$ cat config.mk
export PLATFORM = sky130hd
export DESIGN_NAME = sd_crc_stream
export DESIGN_NICKNAME = d
export VERILOG_FILES = /design/src/rtl/sd_crc_pkg.sv /design/src/rtl/sd_crc_update.sv /design/src/rtl/sd_crc_stream.sv
export SDC_FILE = /design/constraint.sdc
export NUM_CORES = 1
export LEC_CHECK = 0
export CAP_MARGIN = 20
export CORE_UTILIZATION = 54
export CTS_BUF_LIST = sky130_fd_sc_hd__clkbuf_4
export CTS_CLUSTER_SIZE = 30
export DETAILED_ROUTE_END_ITERATION = 6
export GPL_TIMING_DRIVEN = 0
export PLACE_DENSITY = 0.84
export SETUP_SLACK_MARGIN = 0.05
export SLEW_MARGIN = 30
export SYNTH_ARGS = -nofsm -noshare
export SYNTH_HDL_FRONTEND = slang
export SYNTH_SLANG_ARGS = --single-unit
$ cat constraint.sdc
create_clock -name i_clk -period 1.6 [get_ports i_clk]
set_input_delay 0.32 -clock i_clk [delete_from_list [all_inputs] [get_ports i_clk]]
set_output_delay 0.32 -clock i_clk [all_outputs]
set_load 0.02 [all_outputs]
$ cat src/rtl/sd_crc_pkg.sv
// rtl/sd_crc_pkg.sv - shared states, SD polynomials and beat-count helper for the streaming CRC
package sd_crc_pkg;

   typedef enum logic [1:0] {
      IDLE,
      ACCUM,
      EMIT,
      RXCRC
   } state_t;

   localparam logic [6:0]  CRC7_POLY  = 7'h09;
   localparam logic [15:0] CRC16_POLY = 16'h1021;

   function automatic int nb_beats(input int crc_w, input int data_w);
      return (crc_w + data_w - 1) / data_w;
   endfunction

endpackage

$ cat src/rtl/sd_crc_update.sv
// rtl/sd_crc_update.sv - combinational DATA_W-bit unrolled Galois LFSR step, MSB first
module sd_crc_update #(
   parameter int               CRC_W  = 7,
   parameter logic [CRC_W-1:0] POLY   = 7'h09,
   parameter int               DATA_W = 1
) (
   input  logic [CRC_W-1:0]  i_crc,
   input  logic [DATA_W-1:0] i_data,
   output logic [CRC_W-1:0]  o_crc
);

   logic [CRC_W-1:0] w_acc;
   logic             w_fb;

   always_comb begin
      w_acc = i_crc;
      w_fb  = 1'b0;
      for (int i = DATA_W - 1; i >= 0; i--) begin
         w_fb  = w_acc[CRC_W-1] ^ i_data[i];
         w_acc = {w_acc[CRC_W-2:0], 1'b0} ^ (w_fb ? POLY : '0);
      end
      o_crc = w_acc;
   end

endmodule

$ cat src/rtl/sd_crc_stream.sv
// rtl/sd_crc_stream.sv - framed, handshaked streaming CRC generator/checker for the SD path
module sd_crc_stream
   import sd_crc_pkg::*;
#(
   parameter int               CRC_W   = 7,
   parameter logic [CRC_W-1:0] POLY    = CRC7_POLY,
   parameter int               DATA_W  = 1,
   parameter logic [CRC_W-1:0] INIT    = '0,
   parameter logic             PAD_VAL = 1'b1
) (
   input  logic              i_clk,
   input  logic              i_rst,
   input  logic              i_start,
   input  logic              i_mode,
   input  logic              i_abort,
   input  logic              i_in_valid,
   output logic              o_in_ready,
   input  logic [DATA_W-1:0] i_in_data,
   input  logic              i_in_last,
   output logic              o_out_valid,
   input  logic              i_out_ready,
   output logic [DATA_W-1:0] o_out_data,
   output logic [CRC_W-1:0]  o_crc_value,
   output logic              o_done,
   output logic              o_crc_ok
);

   localparam int NB = nb_beats(CRC_W, DATA_W);
   localparam int FW = NB * DATA_W;
   localparam int NP = FW - CRC_W;
   localparam int IW = (NB > 1) ? $clog2(NB) : 1;
   localparam logic [FW-1:0] L_ONE    = FW'(1);
   localparam logic [FW-1:0] PAD_MASK = PAD_VAL ? ((L_ONE << NP) - L_ONE) : '0;

   state_t            r_state;
   state_t            w_state_nxt;
   logic [CRC_W-1:0]  r_crc;
   logic              r_mode;
   logic [IW-1:0]     r_idx;
   logic [FW-1:0]     r_rx;
   logic              r_done;
   logic              r_crc_ok;

   logic [CRC_W-1:0]  w_crc_upd;
   logic              w_in_ready;
   logic              w_out_valid;
   logic              w_in_fire;
   logic              w_out_fire;
   logic              w_last_idx;
   logic [FW-1:0]     w_frame;
   logic [FW-1:0]     w_rx_nxt;
   logic [DATA_W-1:0] w_out_data;

   sd_crc_update #(
      .CRC_W  (CRC_W),
      .POLY   (POLY),
      .DATA_W (DATA_W)
   ) u_update (
      .i_crc  (r_crc),
      .i_data (i_in_data),
      .o_crc  (w_crc_upd)
   );

   assign w_last_idx = (r_idx == IW'(NB - 1));
   assign w_in_fire  = i_in_valid && w_in_ready;
   assign w_out_fire = w_out_valid && i_out_ready;
   // CRC left-justified in the padded frame; pad bits occupy the LSBs of the last beat
   assign w_frame    = (FW'(r_crc) << NP) | PAD_MASK;
   assign w_rx_nxt   = (r_rx << DATA_W) | FW'(i_in_data);

   always_comb begin
      w_state_nxt = r_state;
      w_in_ready  = 1'b0;
      w_out_valid = 1'b0;
      case (r_state)
         IDLE: begin
            if (i_start) w_state_nxt = ACCUM;
         end
         ACCUM: begin
            w_in_ready = 1'b1;
            if (i_in_valid && i_in_last) w_state_nxt = r_mode ? RXCRC : EMIT;
         end
         EMIT: begin
            w_out_valid = 1'b1;
            if (i_out_ready && w_last_idx) w_state_nxt = IDLE;
         end
         RXCRC: begin
            w_in_ready = 1'b1;
            if (i_in_valid && w_last_idx) w_state_nxt = IDLE;
         end
         default: w_state_nxt = IDLE;
      endcase
      // abort also blocks any handshake in its own cycle
      if (i_abort) begin
         w_state_nxt = IDLE;
         w_in_ready  = 1'b0;
         w_out_valid = 1'b0;
      end
   end

   always_comb begin
      w_out_data = '0;
      for (int k = 0; k < NB; k++) begin
         if (int'(r_idx) == k) w_out_data = w_frame[FW-1-k*DATA_W -: DATA_W];
      end
      if (!w_out_valid) w_out_data = '0;
   end

   always_ff @(posedge i_clk or posedge i_rst) begin
      if (i_rst) begin
         r_state  <= IDLE;
         r_crc    <= INIT;
         r_mode   <= 1'b0;
         r_idx    <= '0;
         r_rx     <= '0;
         r_done   <= 1'b0;
         r_crc_ok <= 1'b0;
      end else begin
         r_state <= w_state_nxt;
         r_done  <= 1'b0;
         if (i_abort) begin
            r_idx <= '0;
         end else begin
            case (r_state)
               IDLE: begin
                  if (i_start) begin
                     r_crc    <= INIT;
                     r_mode   <= i_mode;
                     r_crc_ok <= 1'b0;
                     r_rx     <= '0;
                     r_idx    <= '0;
                  end
               end
               ACCUM: begin
                  if (w_in_fire) r_crc <= w_crc_upd;
               end
               EMIT: begin
                  if (w_out_fire) begin
                     if (w_last_idx) begin
                        r_idx  <= '0;
                        r_done <= 1'b1;
                     end else begin
                        r_idx <= r_idx + 1'b1;
                     end
                  end
               end
               RXCRC: begin
                  if (w_in_fire) begin
                     r_rx <= w_rx_nxt;
                     if (w_last_idx) begin
                        r_idx    <= '0;
                        r_done   <= 1'b1;
                        r_crc_ok <= ((w_rx_nxt >> NP) == FW'(r_crc));
                     end else begin
                        r_idx <= r_idx + 1'b1;
                     end
                  end
               end
               default: ;
            endcase
         end
      end
   end

   assign o_in_ready  = w_in_ready;
   assign o_out_valid = w_out_valid;
   assign o_out_data  = w_out_data;
   assign o_crc_value = r_crc;
   assign o_done      = r_done;
   assign o_crc_ok    = r_crc_ok;

endmodule

# Word-level counts from Yosys, hierarchy flattened
# Cells that the tools add are included.
# word_totals
register_bits,21
inputBits,9
out_inout_bits,12
# op_classes
addsub,1
n_eq_ne,21
muxes,40
bitwise,4
reduce_logical,17
# op_table
cell,count
two-way mux 1 bit,20
"!= test 3 bit, second input constant",6
AND reduction 4 bit,4
"equality test 3 bit, second input constant",5
two-way mux 3 bit,5
two-way mux 7 bit,2
case mux 7 bit (2 select lines),1
case mux 6 bit (2 select lines),1
two-way mux 2 bit,5
case mux 3 bit (3 select lines),1
"!= test 2 bit, second input constant",4
case mux 2 bit (4 select lines),1
equality test 7 bit,1
bitwise OR 7 x 1 -> 7 bit,1
XOR 7 bit,1
"equality test 3 x 2 -> 1 bit, second input constant",2
two-way mux 6 bit,1
logical AND 1 bit,5
AND reduction 5 bit,1
"equality test 2 bit, second input constant",2
two-way mux 4 bit,1
case mux 1 bit (2 select lines),2
nonzero test 2 bit,2
nonzero test 4 bit,1
8 further kinds,8

# Longest topological paths before layout
# Gate-level depths: netlist of run 1.
# logic_depth
word_depth,9
mapped_depth,6
depth_no_buf,5

# Hierarchy
# From an unflattened synthesis of run 1, not the netlist that was laid out.
# unflattened
cells_unflattened,140
hier_area_um2,1228.7
# modules_own_cells
module,n_inst,cells_each,area_each_um2,seq_area_each_um2
sd_crc_stream,1,132,1151.1,525.5
sd_crc_update,1,8,77.6,0.0

# Worst setup path after synthesis of run 1
# No wires, ideal clock.
# synth_timing
path_type,reg-to-output
from,register r_state[1]
to,output o_out_data
arrival_time_ns,1.714
required_ns,1.280
setup_slack_ns,-0.434
path_stages_with_launch,6
n_path_buf,1
path_cell_list,dfrtp_1 -> clkbuf_4 -> nand2b_2 -> nor2_1 -> o21ai_1 -> a221oi_1
# synth_via
elab_chain_cells,4
# synth_lines
item,line,rtl
"start, declared",sd_crc_stream.sv:35,state_t r_state;
"start signal, assigned",sd_crc_stream.sv:119,r_state <= w_state_nxt;
equality test 2 bit,sd_crc_stream.sv:75,case (r_state)
two-way mux 1 bit,sd_crc_stream.sv:75,
two-way mux 1 bit,sd_crc_stream.sv:94,if (i_abort) begin
net o_out_valid,sd_crc_stream.sv:20,"output logic o_out_valid,"
two-way mux 1 bit,sd_crc_stream.sv:106,if (!w_out_valid) w_out_data = '0;
"end, declared",sd_crc_stream.sv:22,"output logic [DATA_W-1:0] o_out_data,"
# The timed path passes the listed nets, and every way through them passes these cells.

# Worst setup path after layout of run 1
# layout_timing
from,register r_idx[1]
to,output o_out_data
# layout_via
elab_chain_cells,9
# layout_lines
item,line,rtl
"start, declared",sd_crc_stream.sv:39,logic [IW-1:0] r_idx;
"start signal, assigned",sd_crc_stream.sv:143,r_idx <= r_idx + 1'b1;
"start signal, assigned",sd_crc_stream.sv:155,r_idx <= r_idx + 1'b1;
logical NOT 3 bit,sd_crc_stream.sv:104,if (int'(r_idx) == k) w_out_data = w_frame[FW-1-k*DATA_W -: DATA_W];
two-way mux 1 bit (6 in series),sd_crc_stream.sv:104,
two-way mux 1 bit *,sd_crc_stream.sv:104,
two-way mux 1 bit *,sd_crc_stream.sv:106,
# Mark *: on every way between the ends. The rest lies on a longest branch, timed or not.

==> results of run 1 <==
-- cells in the mapped netlist, types with 2 or more instances --
| library cell | number | area (sq um) |
|---|---|---|
| xor2_1 | 3 | 26.28 |
| nand3_1 | 7 | 35.03 |
| a22o_1 | 6 | 52.55 |
| inv_1 | 10 | 37.54 |
| dfrtp_1 | 21 | 525.5 |
| nand4_1 | 2 | 12.51 |
| xnor2_1 | 6 | 52.55 |
| nand2_1 | 5 | 18.77 |
| a21oi_1 | 5 | 25.02 |
| buf_6 | 3 | 33.78 |
| o21ai_0 | 3 | 15.01 |
| nor2_1 | 8 | 30.03 |
| o41ai_1 | 2 | 17.52 |
| o21ai_1 | 8 | 40.04 |
| nor3_1 | 3 | 15.01 |
| nor3b_1 | 2 | 15.01 |
| nor2b_1 | 2 | 12.51 |
-- metrics by stage --
stage                     util, %  cell area [sq um]  setup TNS [ns]
after floorplan                 -               1241        -0.04198
after global placement      72.46               1465          -3.916
after detailed placement    72.46               1465          -4.400
after CTS                   75.43               1525         -0.4145
after global routing        77.72               1572         -0.5033
final                       77.72               1572         -0.4387
-- power groups by stage --
stage          clock (W)  combinational, W  sequential [W]
2_1_floorplan          0          0.000146        0.000610
3_3_place_gp           0          0.000240        0.000600
3_5_place_dp           0          0.000246        0.000601
4_1_cts         0.000277          0.000249        0.000588
5_1_grt         0.000296          0.000279        0.000595
6_report        0.000270          0.000257        0.000589
-- per-layer routing --
metal	part of all wire [%]	global-route usage, %	vias to the layer above
met4	2.0	9.314	0
met2	52	41.20	26
met1	42	30.82	508
met5	0	0	-
li1	-	-	481
met3	3.7	4.361	7
-- final cells by class --
class,instances,area (sq um)
Buffer,6,63.81
Clock buffer,4,30.03
Fill cell,143,450.4
Inverter,10,37.54
Multi-Input combinational cell,83,645.6
Sequential cell,21,528.0
Tap cell,27,33.78
Timing Repair Buffer,25,232.7
-- worst max-delay path, cell delays in order (launching register included) --
cell      delay [ns]
dfrtp_1         0.39
buf_6           0.12
and2_4          0.16
ha_4            0.16
a21oi_4         0.14
o21ai_2         0.08
a221oi_2        0.19
buf_4           0.18
-- timing repair --
| action | 4_1_cts | 5_1_grt |
|---|---|---|
| resized for setup | 26 | 10 |
| endpoints found under the setup margin | 19 | 14 |
| setup buffers | 4 | 4 |
| hold endpoints to repair | 0 | 0 |
| pin swaps | 3 | 12 |
-- sequential cells by signal (all words and copies together) (netlist names) --
register     flops
r_idx            3
r_rx             6
o_crc_value      7
r_mode           1
r_state          2
o_crc_ok         1
o_done           1
-- placed cells by master (no fill, tap or decap), drive strengths merged, types with 5 or more instances in the layout --
master         instances
nand2                  6
nor2                   8
dfrtp                 21
buf                   14
a21oi                  5
nand3                  7
xnor2                  6
clkdlybuf4s50          6
dlygate4sd2           10
a22o                   6
clkbuf                 5
o21ai                 11
inv                   10
-- kinds of logic (layout without fill, tap and decap cells) --
group | Yosys count | after routing | share of synthesized area, %
simple gates | 39 | 39 | 18.66
compound gates | 32 | 32 | 19.50
flops | 21 | 21 | 44.02
buf+inv | 17 | 45 | 7.966
xor+xnor | 9 | 9 | 6.604
mux | 2 | 2 | 2.201
fa+ha+maj | 1 | 1 | 1.048
-- worst paths after layout --
path                       slack (ns)                   start  depth (start not counted)                     end
min reg2reg                      0.51      r_mode$_DFFE_PP0P_                          1      r_mode$_DFFE_PP0P_
min in group asynchronous        0.44                   i_rst                          2    o_crc_ok$_DFFE_PP0P_
max reg2reg                      0.05  r_state[1]$_DFFE_PP0P_                          5     r_rx[4]$_DFFE_PP0P_
max                             -0.44    r_idx[1]$_DFFE_PP0P_                          7              o_out_data
min                              0.23                 i_abort                          2  r_state[1]$_DFFE_PP0P_
max in group asynchronous        0.62                   i_rst                          2    r_idx[2]$_DFFE_PP0P_
==> metrics.yaml, run 1 <==
run_status:
  outcome: "finished with violations"
  violations: "negative setup slack"
hold_path:
  min_path_type: "in -> reg"
yosys:
  yosysWarningCount: 0
  synth-seq-cells: 21
  syn_area_sq_um: 1194
  syn_inst: 121
  async_flop_share_pct: 100.0
  yosys.cell_types.count: 42
  synth_top_flop_cell: "dfrtp_1"
  avgSynthCellArea_sq_um: 9.865
  synth_edf_count: 0
  yosysSeqAreaShare_pct: 44.03
  synth_nets: 131
route:
  via_count: 1022
  first_pass_iters: 4
  routedWlPerCell_um: 15.40
  totalWireLength_mm: 2.710
  drtAntennaViolNets: 0
  vias_per_cell: 5.807
  remaining_drc_errors: 0
  drt_iter0_drc: 26
critical_path:
  path_class: "reg -> out"
  cp.arrival_ns: 1.72
  start_kind: "register"
  worstPathRequired_ns: 1.28
  crit_fanout: 2
  end_kind: "primary output"
sta:
  rsz0062_at_grt: "yes"
  worstMarginPinSlew_ns: 0.7798
  setup_slack_ns: -0.4387
  finalSetupViolCount: 1
  drv_slew: 0
  clock_skew_ns: 0.002357
  post-route-period-util_pct: 127.4
  hold_ws_ns: 0.2301
  period_minus_slack_ns: 2.039
  hold_viol: 0
  slew_headroom_pct: 47.95
  clock.fmax_mhz: 490.5
power_and_ir_drop:
  p_comb_share_pct: 23.1
  swShare_pct: 29.34
  internal-power_w: 0.0007885
  clkPwrFrac_pct: 24.2
  seq_power_share_pct: 52.7
  p_sw_w: 0.0003273
  peakVddDrop_v: 0.0005609
  finalPower_w: 0.001116
  power_density_nw_per_um2: 710.0
  leakagePower_nw: 0.6982
clocking:
  clk_path_buf_depth: 2
  cts-buffers-inserted: 3
  insertion_delay_ns: 0.30
  cts.sinks: 21
  cts_tree: "built"
  htreeDepth: 1
  postCtsHoldBufs: 0
  cts_root_buf: "clkbuf_4"
  path_clk_slew_ns: 0.11
floorplanning:
  die_y_um: 49.02
  initial_core_util_pct: 59.03
  core_sq_um: 2022
  dieWidth_um: 49.02
  rows: 16
  io_pins: 21
  die_area_sq_um: 2402
final_layout:
  antenna_cells: 0
  syn_to_final_growth_pct: 31.66
  drive_gt1_share_pct: 24.83
  fin_nets: 160
  finalNonFillerCells: 176
global_routing:
  grt_usage_pct: 24.31
  grt_pass1_vias: 967
  antenna_found_initial: 0
  grt_max_degree: 22
  grt_first_pass_wirelength_mm: 4.402
  gr-total-overflow: 0
placed_design:
  numPlacedInstances: 167
  dpl_worst_slack_ns: -0.5300
  routabilityCongestion: 0.8061
  hpwlAfterDp_mm: 1.859
  portBuffers: 19
run:
  maxCapViolCount: 0
(Power assumes the default switching activity.)
==> run 2, diff against run 1 <==
--- a/config.mk
+++ b/config.mk
@@ -16,4 +16,6 @@
 export SLEW_MARGIN = 30
 export SYNTH_ARGS = -nofsm -noshare
 export SYNTH_HDL_FRONTEND = slang
+export SYNTH_HIERARCHICAL = 1
 export SYNTH_SLANG_ARGS = --single-unit
+export TNS_END_PERCENT = 100
==> run 2 against run 1 <==
The run still ends with negative setup slack left; non-clock buffer count is 13 higher; worst setup slack better by 0.017 ns; largest cell class unchanged; final cell count up 14%; first-iteration DRC count down 19%; fmax rose by 0.83%; area after synthesis rose by 2.9%; combinational power rose by 13%; sequential share of layout area fell by 2.0 points; clock skew is 0.0074 ns higher; global-route usage grew 3.2 points; total power increased by 4.7%.
==> metrics.yaml, run 2 <==
run_status:
  outcome: "finished with violations"
  violations: "negative setup slack"
placed_design:
  numPlacedInstances: 186  # +11%
  hpwlAfterDp_mm: 2.005  # +7.8%
  portBuffers: 19  # unchanged
  place_area_sq_um: 1503  # +2.6%
  routabilityCongestion: 0.7906  # -1.9%
  dpl_worst_slack_ns: -0.5517  # -0.02168 ns
floorplanning:
  die_area_sq_um: 2470  # +2.8%
  initial_core_util_pct: 60.17  # +1.1 points
  io_pins: 21  # unchanged
  die_y_um: 49.70  # +1.4%
  rows: 16  # unchanged
  dieWidth_um: 49.70  # +1.4%
  core_sq_um: 2042  # +0.99%
sta:
  hold_viol: 0  # unchanged
  rsz0062_at_grt: "yes"
  clock_skew_ns: 0.009759  # +0.007402 ns
  period_minus_slack_ns: 2.022  # -0.01677 ns
  drv_slew: 0  # unchanged
  slew_headroom_pct: 46.45  # -1.5 points
  clock.fmax_mhz: 494.6  # +0.83%
  post-route-period-util_pct: 126.4  # -1.0 points
  setup_slack_ns: -0.4219  # +0.01677 ns
  finalSetupViolCount: 2  # +1
  worstMarginPinSlew_ns: 0.8024  # +0.02254 ns
yosys:
  synth_top_flop_cell: "dfrtp_1"
  avgSynthCellArea_sq_um: 8.776  # -11%
  synthTopCellsByCount: "dfrtp_1, o21ai_0, nand2_1"
  synth-seq-cells: 21  # unchanged
  async_flop_share_pct: 100.0  # unchanged
  yosysTopAreaCell: "dfrtp_1"
  synth_nets: 150  # +15%
  synth_edf_count: 0  # unchanged
  syn_area_sq_um: 1229  # +2.9%
  synth_area_leaders: "dfrtp_1, o21ai_0, xnor2_1"
  yosysWarningCount: 6  # +6
  yosysSeqAreaShare_pct: 42.77  # -1.3 points
  synth_top_cell_area_share_pct: 42.77  # -1.3 points
  yosys.cell_types.count: 37  # -12%
  syn_inst: 140  # +16%
run:
  maxCapViolCount: 0  # unchanged
clocking:
  cts_root_buf: "clkbuf_4"
  cts-buffers-inserted: 3  # unchanged
  path_clk_slew_ns: 0.11  # about the same
  clk_path_buf_depth: 2  # unchanged
  htreeDepth: 1  # unchanged
  insertion_delay_ns: 0.32  # +0.02 ns
  cts.sinks: 21  # unchanged
  cts_tree: "built"
power_and_ir_drop:
  peakVddDrop_v: 0.0006778  # +21%
  power_density_nw_per_um2: 698.1  # -1.7%
  leakagePower_nw: 0.7532  # +7.9%
final_layout:
  stdcell_area_sq_um: 1674  # +6.5%
  largest_reg_flops: 7  # unchanged
  antenna_cells: 0  # unchanged
  fillers: 142  # -0.70%
  final_util_pct: 81.99  # +4.3 points
  fin_nets: 185  # +16%
  finalNonFillerCells: 201  # +14%
  drive_gt1_share_pct: 28.16  # +3.3 points
  multiInputGateArea_sq_um: 668.1  # +3.5%
  syn_to_final_growth_pct: 36.25
  most-common-layout-cells: "buf_4, dfrtp_1, o21ai_0"
  seqCellArea_sq_um: 529.3  # +0.24%
global_routing:
  grt_first_pass_wirelength_mm: 5.009  # +14%
  gr-total-overflow: 0  # unchanged
  grt_max_degree: 22  # unchanged
  antenna_found_initial: 0  # unchanged
  grt_pass1_vias: 1092  # +13%
  grt_usage_pct: 27.52  # +3.2 points
critical_path:
  worstPathCellList: "clkbuf_8 > buf_4 > nor3_1 > a21oi_1 > o21ai_0 > a221oi_2 > buf_4"
  end_kind: "primary output"
  worstPathRequired_ns: 1.28  # about the same
  cp.arrival_ns: 1.70  # -0.02 ns
  cpMostUsedCell: "buf_4"
  cpLargestDelayFamily: "buffers and inverters"
  max_stage_delay_ns: 0.39  # about the same
  critical_path_buf_inv_count: 3  # +1
  slowest_stage: "dfrtp_1"
  crit_fanout: 5  # +3
  start_kind: "register"
  path_class: "reg -> out"
route:
  routedWlPerCell_um: 15.85  # +2.9%
  drt_iter0_drc: 21  # -19%
  vias_per_cell: 5.617  # -3.3%
  remaining_drc_errors: 0  # unchanged
  first_pass_iters: 4  # unchanged
  drtAntennaViolNets: 0  # unchanged
  totalWireLength_mm: 3.186  # +18%
  via_count: 1129  # +10%
hold_path:
  min_path_type: "in -> reg"
==> run 2: power by group <==
group | internal, W | switching (W)
Sequential | 0.000556 | 0.0000323
Combinational | 0.000142 | 0.000149
Clock | 0.000115 | 0.000175
==> run 2: final timing paths <==
check                                  startpoint                          to  slack [ns]  cells after the start
setup / recovery             r_idx[0]$_DFFE_PP0P_                  o_out_data       -0.42                      7
hold / removal                            i_abort      r_state[0]$_DFFE_PP0P_        0.33                      2
setup reg to reg           r_state[1]$_DFFE_PP0P_        r_idx[2]$_DFFE_PP0P_       -0.08                      6
hold reg to reg               r_rx[5]$_DFFE_PP0P_         r_rx[5]$_DFFE_PP0P_        0.53                      2
max in group asynchronous                   i_rst        r_idx[2]$_DFFE_PP0P_        0.61                      2
min in group asynchronous                   i_rst  o_crc_value[3]$_DFFE_PP0P_        0.43                      2
==> run 2: layout make-up <==
type	count	area share [%]
Clock buffer	4	1.794
Tap cell	27	2.018
Sequential cell	21	31.61
Inverter	10	2.242
Buffer	14	6.801
Timing Repair Buffer	30	15.62
Multi-Input combinational cell	95	39.91
==> run 2: layer usage <==
metal | up-vias | track usage (%) | wire length (um)
li1 | 541 | - | -
met1 | 544 | 34.47 | 1353
met2 | 32 | 43.47 | 1626
met3 | 12 | 4.938 | 93
met4 | 0 | 17.62 | 111
met5 | - | 0 | 0
==> run 2: stage by stage <==
| stage | hold slack [ns] | TNS (ns) | total power, W |
|---|---|---|---|
| global route | 0.3470 | -0.6921 | 0.001218 |
| CTS | 0.3180 | -0.4176 | 0.001131 |
| detailed placement | 0.4991 | -3.792 | 0.0008426 |
| finish | 0.3326 | -0.4994 | 0.001169 |
| floorplan | 0.2965 | -0.04232 | 0.0007512 |
| global placement | 0.4937 | -3.185 | 0.0008336 |
==> run 2: timing repair <==
action / CTS / global route
endpoints found under the setup margin: 17 / 17
hold buffers: 0 / 0
gates cloned: 0 / 1
pin swaps: 3 / 5
gates resized for setup: 35 / 14
buffers inserted: 7 / 4
==> run 2: cell families after synthesis <==
kind of cell    Yosys count  synth area share (%)
fa+ha+maj                 1                 1.018
compound gates           36                 17.52
buf+inv                  24                 9.878
simple gates             46                 18.53
mux                       3                 2.648
xor+xnor                  9                 7.637
flops                    21                 42.77
